===== src/rtl/seg7_scan_decoder_pkg.sv =====
// Shared 7-segment definitions: the glyph table used by both the hex encoder
// and this scan decoder, plus a table-driven reverse lookup.
package seg7_pkg;

  // Active-low segment vector, [6]=g .. [0]=a.
  typedef logic [6:0] seg7_t;

  // All segments off (active-low).
  localparam seg7_t SEG7_BLANK = 7'b111_1111;

  // Index is the hex value shown by the glyph.
  localparam seg7_t SEG7_GLYPH [16] = '{
    7'b1000000,  // 0
    7'b1111001,  // 1
    7'b0100100,  // 2
    7'b0110000,  // 3
    7'b0011001,  // 4
    7'b0010010,  // 5
    7'b0000010,  // 6
    7'b1111000,  // 7
    7'b0000000,  // 8
    7'b0010000,  // 9
    7'b0001000,  // A
    7'b0000011,  // B
    7'b1000110,  // C
    7'b0100001,  // D
    7'b0000110,  // E
    7'b0001110   // F
  };

  // Returns {err, value}. An unknown pattern gives err=1 and value=0.
  function automatic logic [4:0] seg7_decode(input seg7_t s);
    logic [4:0] res;
    res = 5'b1_0000;
    for (int i = 0; i < 16; i++) begin
      if (s == SEG7_GLYPH[i]) res = {1'b0, 4'(i)};
    end
    return res;
  endfunction

endpackage


===== src/rtl/seg7_stabilizer.sv =====
// Front end of the scan decoder: registers the display bus, measures how long
// the registered pattern has been constant and emits a one-cycle fire pulse
// the first time it has been stable for STABLE_CYCLES samples. Also flags the
// first sample of every contiguous run of illegal (multi-digit) enables.
module seg7_stabilizer
  import seg7_pkg::*;
#(
  parameter int NUM_DIGITS    = 4,
  parameter int STABLE_CYCLES = 4
) (
  input  logic                  clk,
  input  logic                  rst_n,
  input  seg7_t                 i_seg_n,
  input  logic [NUM_DIGITS-1:0] i_dig_n,
  output seg7_t                 o_seg_n,
  output logic [NUM_DIGITS-1:0] o_dig_n,
  output logic                  o_fire,
  output logic                  o_illegal_start
);

  localparam int                    CNT_W   = $clog2(STABLE_CYCLES);
  localparam logic [CNT_W-1:0]      CNT_MAX = CNT_W'(STABLE_CYCLES - 1);
  localparam logic [CNT_W-1:0]      CNT_ONE = CNT_W'(1);
  localparam logic [NUM_DIGITS-1:0] DIG_ONE = NUM_DIGITS'(1);

  seg7_t                 r_seg_n;
  logic [NUM_DIGITS-1:0] r_dig_n;
  logic [CNT_W-1:0]      r_cnt;
  logic                  r_fire;
  logic                  r_illegal;
  logic                  r_illegal_start;

  logic                  w_same;
  logic [CNT_W-1:0]      w_cnt_nxt;
  logic [NUM_DIGITS-1:0] w_zero;
  logic                  w_illegal;

  // Next stability count and illegal-enable detection for the incoming sample.
  always_comb begin
    w_same    = ({i_seg_n, i_dig_n} == {r_seg_n, r_dig_n});
    w_cnt_nxt = '0;
    if (w_same) begin
      w_cnt_nxt = (r_cnt == CNT_MAX) ? CNT_MAX : (r_cnt + CNT_ONE);
    end
    // More than one enable low: clearing the lowest set bit leaves something.
    w_zero    = ~i_dig_n;
    w_illegal = ((w_zero & (w_zero - DIG_ONE)) != '0);
  end

  // Sample the bus, advance the counter, and register the fire / illegal-start pulses.
  always_ff @(posedge clk) begin
    if (!rst_n) begin
      r_seg_n         <= '0;
      r_dig_n         <= '0;
      r_cnt           <= '0;
      r_fire          <= 1'b0;
      r_illegal       <= 1'b0;
      r_illegal_start <= 1'b0;
    end else begin
      r_seg_n         <= i_seg_n;
      r_dig_n         <= i_dig_n;
      r_cnt           <= w_cnt_nxt;
      // Fires only on the transition into saturation, so once per stable pattern.
      r_fire          <= w_same && (r_cnt == (CNT_MAX - CNT_ONE));
      r_illegal       <= w_illegal;
      r_illegal_start <= w_illegal && !r_illegal;
    end
  end

  assign o_seg_n         = r_seg_n;
  assign o_dig_n         = r_dig_n;
  assign o_fire          = r_fire;
  assign o_illegal_start = r_illegal_start;

endmodule


===== src/rtl/seg7_scan_decoder.sv =====
// Decodes a multiplexed active-low 7-segment display bus back into per-digit
// hex values and reports every change of a digit on a valid/ready stream.
// Digit storage, the pending-change bitmap, the event emitter and the
// illegal-enable counter live here; sampling/settling is in seg7_stabilizer.
module seg7_scan_decoder
  import seg7_pkg::*;
#(
  parameter int NUM_DIGITS    = 4,
  parameter int STABLE_CYCLES = 4,
  parameter int ERR_W         = 8
) (
  input  logic                          clk,
  input  logic                          rst_n,
  input  logic [6:0]                    seg_n,
  input  logic [NUM_DIGITS-1:0]         dig_n,
  output logic                          out_valid,
  input  logic                          out_ready,
  output logic [$clog2(NUM_DIGITS)-1:0] out_digit,
  output logic [3:0]                    out_value,
  output logic                          out_err,
  output logic [4*NUM_DIGITS-1:0]       digits,
  output logic [ERR_W-1:0]              err_count
);

  localparam int                    IDX_W   = $clog2(NUM_DIGITS);
  localparam logic [NUM_DIGITS-1:0] DIG_ONE = NUM_DIGITS'(1);
  localparam logic [ERR_W-1:0]      ERR_ONE = ERR_W'(1);

  localparam logic [0:0] ST_IDLE = 1'b0;
  localparam logic [0:0] ST_HOLD = 1'b1;

  // Settled samples from the front end.
  seg7_t                 w_seg_n;
  logic [NUM_DIGITS-1:0] w_dig_n;
  logic                  w_fire;
  logic                  w_illegal_start;

  // Per-digit stored state.
  logic [3:0]            r_val [NUM_DIGITS];
  logic [NUM_DIGITS-1:0] r_errd;
  logic [NUM_DIGITS-1:0] r_known;
  logic [NUM_DIGITS-1:0] r_pend;

  // Emitter state and registered outputs.
  logic [0:0]            r_state;
  logic                  r_out_valid;
  logic [IDX_W-1:0]      r_out_digit;
  logic [3:0]            r_out_value;
  logic                  r_out_err;
  logic [ERR_W-1:0]      r_err_count;

  // Decode-side combinational signals.
  logic [4:0]            w_dec;
  logic [NUM_DIGITS-1:0] w_zero;
  logic                  w_onehot;
  logic [IDX_W-1:0]      w_idx;
  logic                  w_load;
  logic [NUM_DIGITS-1:0] w_set;

  // Emitter-side combinational signals.
  logic                  w_any;
  logic [IDX_W-1:0]      w_low;
  logic [NUM_DIGITS-1:0] w_clr;

  seg7_stabilizer #(
    .NUM_DIGITS    (NUM_DIGITS),
    .STABLE_CYCLES (STABLE_CYCLES)
  ) u_stab (
    .clk             (clk),
    .rst_n           (rst_n),
    .i_seg_n         (seg_n),
    .i_dig_n         (dig_n),
    .o_seg_n         (w_seg_n),
    .o_dig_n         (w_dig_n),
    .o_fire          (w_fire),
    .o_illegal_start (w_illegal_start)
  );

  // Decode the settled pattern and decide whether it changes the addressed digit.
  always_comb begin
    w_dec    = seg7_decode(w_seg_n);
    w_zero   = ~w_dig_n;
    w_onehot = (w_zero != '0) && ((w_zero & (w_zero - DIG_ONE)) == '0);
    w_idx    = '0;
    for (int i = 0; i < NUM_DIGITS; i++) begin
      if (w_zero[i]) w_idx = IDX_W'(i);
    end
    // Blank periods, illegal enables and the blank glyph never touch storage.
    w_load = w_fire && w_onehot && (w_seg_n != SEG7_BLANK) &&
             (!r_known[w_idx] || ({r_errd[w_idx], r_val[w_idx]} != w_dec));
    w_set  = w_load ? (DIG_ONE << w_idx) : '0;
  end

  // Pick the lowest-index pending digit for the emitter.
  always_comb begin
    w_any = (r_pend != '0);
    w_low = '0;
    for (int i = NUM_DIGITS - 1; i >= 0; i--) begin
      if (r_pend[i]) w_low = IDX_W'(i);
    end
    w_clr = ((r_state == ST_IDLE) && w_any) ? (DIG_ONE << w_low) : '0;
  end

  // Per-digit storage and pending bitmap; a new change wins over the emitter's clear.
  always_ff @(posedge clk) begin
    if (!rst_n) begin
      for (int i = 0; i < NUM_DIGITS; i++) r_val[i] <= '0;
      r_errd  <= '0;
      r_known <= '0;
      r_pend  <= '0;
    end else begin
      if (w_load) begin
        r_val[w_idx]   <= w_dec[3:0];
        r_errd[w_idx]  <= w_dec[4];
        r_known[w_idx] <= 1'b1;
      end
      r_pend <= (r_pend & ~w_clr) | w_set;
    end
  end

  // Emitter FSM: IDLE latches the next pending digit, HOLD waits for the handshake.
  always_ff @(posedge clk) begin
    if (!rst_n) begin
      r_state     <= ST_IDLE;
      r_out_valid <= 1'b0;
      r_out_digit <= '0;
      r_out_value <= '0;
      r_out_err   <= 1'b0;
    end else begin
      case (r_state)
        ST_IDLE: begin
          if (w_any) begin
            r_out_digit <= w_low;
            r_out_value <= r_val[w_low];
            r_out_err   <= r_errd[w_low];
            r_out_valid <= 1'b1;
            r_state     <= ST_HOLD;
          end
        end
        ST_HOLD: begin
          if (out_ready) begin
            r_out_valid <= 1'b0;
            r_state     <= ST_IDLE;
          end
        end
        default: begin
          r_out_valid <= 1'b0;
          r_state     <= ST_IDLE;
        end
      endcase
    end
  end

  // Saturating count of illegal-enable runs.
  always_ff @(posedge clk) begin
    if (!rst_n) begin
      r_err_count <= '0;
    end else if (w_illegal_start && (r_err_count != '1)) begin
      r_err_count <= r_err_count + ERR_ONE;
    end
  end

  // Flatten stored digit values onto the digits bus.
  always_comb begin
    digits = '0;
    for (int i = 0; i < NUM_DIGITS; i++) begin
      digits[4*i +: 4] = r_val[i];
    end
  end

  assign out_valid = r_out_valid;
  assign out_digit = r_out_digit;
  assign out_value = r_out_value;
  assign out_err   = r_out_err;
  assign err_count = r_err_count;

endmodule


===== config.mk =====
export PLATFORM = sky130hd
export DESIGN_NAME = seg7_scan_decoder
export DESIGN_NICKNAME = d
export VERILOG_FILES = /design/src/rtl/seg7_scan_decoder_pkg.sv /design/src/rtl/seg7_stabilizer.sv /design/src/rtl/seg7_scan_decoder.sv
export SDC_FILE = /design/constraint.sdc
export NUM_CORES = 1
export LEC_CHECK = 0
export ABC_AREA = 1
export CORE_UTILIZATION = 55
export CTS_BUF_LIST = sky130_fd_sc_hd__clkbuf_16
export CTS_CLUSTER_SIZE = 24
export DETAILED_ROUTE_END_ITERATION = 8
export PLACE_DENSITY = 0.8
export SYNTH_ARGS = -nofsm -noshare
export SYNTH_HDL_FRONTEND = slang
export SYNTH_SLANG_ARGS = --single-unit
export TNS_END_PERCENT = 5

===== constraint.sdc =====
create_clock -name clk -period 4 [get_ports clk]
set_clock_uncertainty 0.05 [all_clocks]
set_input_delay 0.4 -clock clk [delete_from_list [all_inputs] [get_ports clk]]
set_output_delay 0.4 -clock clk [all_outputs]
set_load 0.05 [all_outputs]

# After elaboration in Yosys (flattened, before gate mapping)
# Memories as Yosys holds them, arrays and structs flattened. A register that Yosys moved wholly into a read port is not among the register bits.
# Cells that the tools add are included.
[word_totals] register_bits=41 latch_bits=0 ram_bits=16 rom_bits=0 in_bits=14 output_inout_bits=32 word_cells=126 n_memories=1
[classes] n_addsub=4 n_mul=0 n_div=0 n_lt_le_gt_ge=3 eq_ne=23 shift=2 mux=48 bitwise_logic=9 n_reduce_logical=22
[mem_list] memory="r_val" words=4 word_bits=4 read_ports=6 rd_clocked_by_memory_dff=1 wr=4 line="seg7_scan_decoder.sv:39" source="logic [3:0] r_val [NUM_DIGITS];"
[op_table] cell="$mux 5" n=16
[op_table] cell="$eq 7x7->1 const B" n=4
[op_table] cell="$eq 7x5->1 const B" n=3
[op_table] cell="$eq 7x6->1 const B" n=3
[op_table] cell="$mux 2" n=8
[op_table] cell="$eq 7x2->1 const B" n=2
[op_table] cell="$eq 7x4->1 const B" n=2
[op_table] cell="$mux 1" n=14
[op_table] cell="$and 4x4->4" n=3
[op_table] cell="$mux 4" n=3
[op_table] cell="$not 4->4" n=3
[op_table] cell="$reduce_bool 4->1" n=3
[op_table] cell="$eq 11x11->1" n=1
[op_table] cell="$logic_and 1x1->1" n=9
[op_table] cell="$add 8x1->8 const B" n=1
[op_table] cell="$ne 8x8->1 const B" n=1
[op_table] cell="$or 4x4->4" n=2
[op_table] cell="$shl 1x2->4 const A" n=2
[op_table] cell="$sub 4x1->4 const B" n=2
[op_table] cell="$eq 7x3->1 const B" n=1
[op_table] cell="$logic_not 7->1" n=1
[op_table] cell="$ne 7x7->1 const B" n=1
[op_table] cell="$bmux 1 s2" n=3
[op_table] cell="$lt 2x3->1 const B" n=2
[op_table] cell="14 further kinds" n=21

# Longest topological paths before layout
[logic_depth] depth_word=25 depth_mapped=17 mapped_depth_nobuf=17

# By module
# A second synthesis with hierarchy kept.
[unflattened] cells_unflattened=487 area_unflattened_um2=3344.5
[modules_own_cells] mod="seg7_scan_decoder" n_inst=1 cells_each=375 area_per_inst_um2=2642.5 seq_area_each_um2=1061.0
[modules_own_cells] mod="seg7_stabilizer" n_inst=1 cells_each=112 area_per_inst_um2=701.9 seq_area_each_um2=320.3

# Least setup slack after synthesis
# OpenSTA, ideal clock, no wires.
[synth_path] path_kind="register to register" startpoint="register r_err_count[1] (netlist: err_count[1])" endpoint="register r_err_count[7] (netlist: err_count[7])" setup_time_ns=0.134 arrival_ns=1.823 t_required_ns=3.816 setup_slack_ns=1.993 path_stages_with_launch=13 path_buffers=0 period_less_slack_ns=2.007 cell_sequence="dfxtp_1 > ha_1 > nand3_1 > nor3_1 > nand2_1 > nand2_1 > nor2_1 > nand3_1 > nor2_1 > nand2_1 > nor2_1 > a21oi_1 > a211oi_1"
[synth_between] elab_chain_len=2 elab_cells_between_ends=3 classes_between="add/sub: 1; eq/ne: 1; reduce/logical: 1"
[synth_rtl] item="from (decl)" line="seg7_scan_decoder.sv:50" source="logic [ERR_W-1:0] r_err_count;"
[synth_rtl] item="from (signal assigned)" line="seg7_scan_decoder.sv:159" source="r_err_count <= r_err_count + ERR_ONE;"
[synth_rtl] item="branches (longest 2 deep; another with $add 8x1->8)"
# Several ways; the timed one is not identified.
# A chain may end at the register's enable or synchronous reset.

==> results.ini <==
[worst_setup_path]
r2r-end=r_val[3][1]$_DFFE_PP_
end_kind=flop
cp.required_ps=3970
worst_path_largest_cell_delay_ps=360
slowest_stage=inv_1
reg2reg_from=u_stab.o_dig_n[3]$_SDFF_PN0_
r2r_cells=13
crit_type=flop to flop
r2r_slack_ps=1480
cp.arrival_ps=2490
cp_max_fo=11
cp_cell_sequence=inv_1 -> nor2_4 -> inv_1 -> nor2_1 -> nor2_1 -> clkinv_1 -> nand2_1 -> nand2_1 -> nand3_1 -> nor2_1 -> nand3_2 -> nand3_1 -> nand2_1
start_kind=flop

[min_path]
hp-start=u_stab.r_illegal$_SDFF_PN0_
min_to=u_stab.o_illegal_start$_SDFF_PN0_
min_path_type=flop to flop
min_path_cells=1

[power_and_ir_drop]
p_seq_share_pct=42.1
p_switching_uw=419
p_sw_share_pct=26.5
p_leak_uw=0.00194
powerDensity_nw_per_um2=373
p_int_uw=1160
ir_drop_uv=235
clkPwrFrac_pct=46.4
combPwrFrac_pct=11.5

[timing]
grt_setup_unrepaired=no
layout_worst_path_cycle_share_pct=62.9
setup_viol=0
fmax_mhz=397
hold_viol_final=0
final.min_clock_period_ps=2520
max_slew_margin_pct=42.1
drv_slew=0
tightest_slew_ps=864
finalSetupTns_ps=0

[cells_and_area]
fillers=482
drive_gt1_share_pct=10.9
diodes=0
utilization_pct=71.1
fin_nets=549
final_cells=614
final_common_cell=nand2_1
areaGrowthSynthToFinish_pct=23.4
layout_common_cells=nand2_1 (106), nor2_1 (75), inv_1 (69)

[route]
antenna_left=0
drt_wl_total_um=8570
drtIter0Drc=355
viasPerCell=5.44
via_count=3343
drc_errors=0
drtPass1Iterations=6
wl_per_cell_um=14.0

[clocking]
cts.sinks=61
cts-root-buf=clkbuf_16
postCtsHoldBufs=0
cts_setup_buffers=0
postCtsResizedCells=0
clk_latency_ps=330
path_clk_slew_ps=60
cts_tree=yes
numCtsBuffers=9
htreeDepth=3
cts_buffer_depth=2

[synthesis]
synthAdderAreaFrac_pct=0.365
synth-compound-area-share_pct=10.6
ys_types=36
synth_edf_count=16
syn_nets=501
async_flop_share_pct=0
synth_top_family_by_area=simple AND/OR/NAND/NOR gates
synthesis.area_per_instance_um2=7.06
synth-main-ff-cell=dfxtp_1
ys_seq_area_share_pct=40.2
synth_xor_area_share_pct=0.766
synth_area_um2=3430
yosys_register_bits=61
synthMuxAreaShare_pct=0
yosysWarnings=0
synth_simple_gate_area_share_pct=38.2
syn_inst=486

[placed_design]
dpl.cell_count=598
port_buffers=45
routabilityCongestion=0.916
hpwl_um=6300

[grt]
grt_util_all_layers_pct=28.6
grt_pass1_wl_um=14100
grt_max_degree=37
antenna_found_initial=0
grt-ovfl-total=0
grt_pass1_vias=3110

[floorplanning]
num_rows=28
core_um2=5960
ioPinCount=46
die_area_um2=6560
initial_core_util_pct=57.6
die_h_um=81.0
dieWidth_um=81.0

[run]
maxCapViolCount=0

[outcome]
status=completed

## area by class of cell
type	instances	area, um2	area share (%)
Clock buffer	10	250	5.91
Inverter	81	304	7.18
Clock inverter	6	35.0	0.827
Timing Repair Buffer	46	458	10.8
Multi-Input combinational cell	335	1710	40.4
Tap cell	75	93.8	2.22
Sequential cell	61	1380	32.6
## power groups by stage
stage	registers (uW)	logic [uW]	clock network, uW
floorplan	699	99.9	0
global placement	676	177	0
detailed placement	677	180	0
CTS	664	181	740
global route	666	199	770
finish	665	181	733
## registers in the layout, summed over array words and instances (netlist names)
name / count
out_value: 4
u_stab.r_cnt: 2
r_errd: 4
out_err: 1
out_digit: 2
u_stab.o_illegal_start: 1
r_known: 4
out_valid: 1
u_stab.o_seg_n: 7
r_pend: 4
u_stab.r_illegal: 1
r_state: 1
err_count: 8
u_stab.o_fire: 1
u_stab.o_dig_n: 4
r_val: 16
## routing by layer
layer / share of wire [%] / track usage, %
met4: 2.3 / 13.2
met5: 0 / 0
met1: 41 / 32.6
met2: 51 / 50.8
met3: 5.4 / 6.18
## worst max-delay path: cells and delay by family (launching register included)
kind	cells	cell delay, ps
DFF	1	350
buffers and inverters	3	600
and+or+nand+nor	10	1190
## worst max path at each step
stage / startpoint / depth (start not counted) / endpoint / slack (ps)
2_1_floorplan: err_count[1]$_SDFFE_PN0P_ / 12 / err_count[7]$_SDFFE_PN0P_ / 1990
3_3_place_gp: rst_n / 6 / u_stab.o_fire$_SDFF_PN0_ / 1560
3_5_place_dp: rst_n / 6 / u_stab.o_fire$_SDFF_PN0_ / 1520
4_1_cts: u_stab.o_dig_n[3]$_SDFF_PN0_ / 13 / r_val[3][0]$_DFFE_PP_ / 1530
5_1_grt: u_stab.o_dig_n[3]$_SDFF_PN0_ / 13 / r_val[3][0]$_DFFE_PP_ / 1280
6_report: u_stab.o_dig_n[3]$_SDFF_PN0_ / 13 / r_val[3][1]$_DFFE_PP_ / 1480
## cell families (layout without fill, tap and decap cells)
group | after synthesis | count (layout)
compound gates | 64 | 64
buf+inv | 90 | 143
fa+ha+maj | 1 | 1
flops | 61 | 61
simple gates | 267 | 267
xor+xnor | 3 | 3
## metrics by stage
step           worst slack, ps  total power, uW  hold WS (ps)  instance area, um2
6_report                  1480             1580           362                4230
5_1_grt                   1280             1640           385                4230
4_1_cts                   1530             1590           364                4230
3_5_place_dp              1520              857           347                3950
3_3_place_gp              1560              853           332                3950
2_1_floorplan             1990              799           325                3430
## synth_stat cells, types with 2 or more instances
library cell | instances | area share (%)
nand2_1 | 106 | 12
inv_2 | 11 | 1.2
nor2_4 | 4 | 1.3
nor4_1 | 2 | 0.36
nor2_2 | 4 | 0.73
nor3_1 | 8 | 1.2
nor3_4 | 2 | 0.95
o22ai_1 | 6 | 1.1
xnor2_1 | 2 | 0.51
o21ai_0 | 27 | 3.9
nor2_8 | 3 | 1.7
inv_1 | 69 | 7.5
nor2_1 | 75 | 8.2
nand3_1 | 31 | 4.5
nand4_1 | 12 | 2.2
edfxtp_1 | 16 | 14
nand2_4 | 6 | 2.0
dfxtp_1 | 45 | 26
a211oi_1 | 2 | 0.44
nand3_2 | 2 | 0.58
clkbuf_1 | 8 | 0.87
o211ai_1 | 2 | 0.44
a21oi_1 | 21 | 3.1
nand3_4 | 2 | 1.0
nand2_2 | 8 | 1.5
a2111oi_0 | 2 | 0.51
No activity file was read; power rests on OpenSTA's default activity.
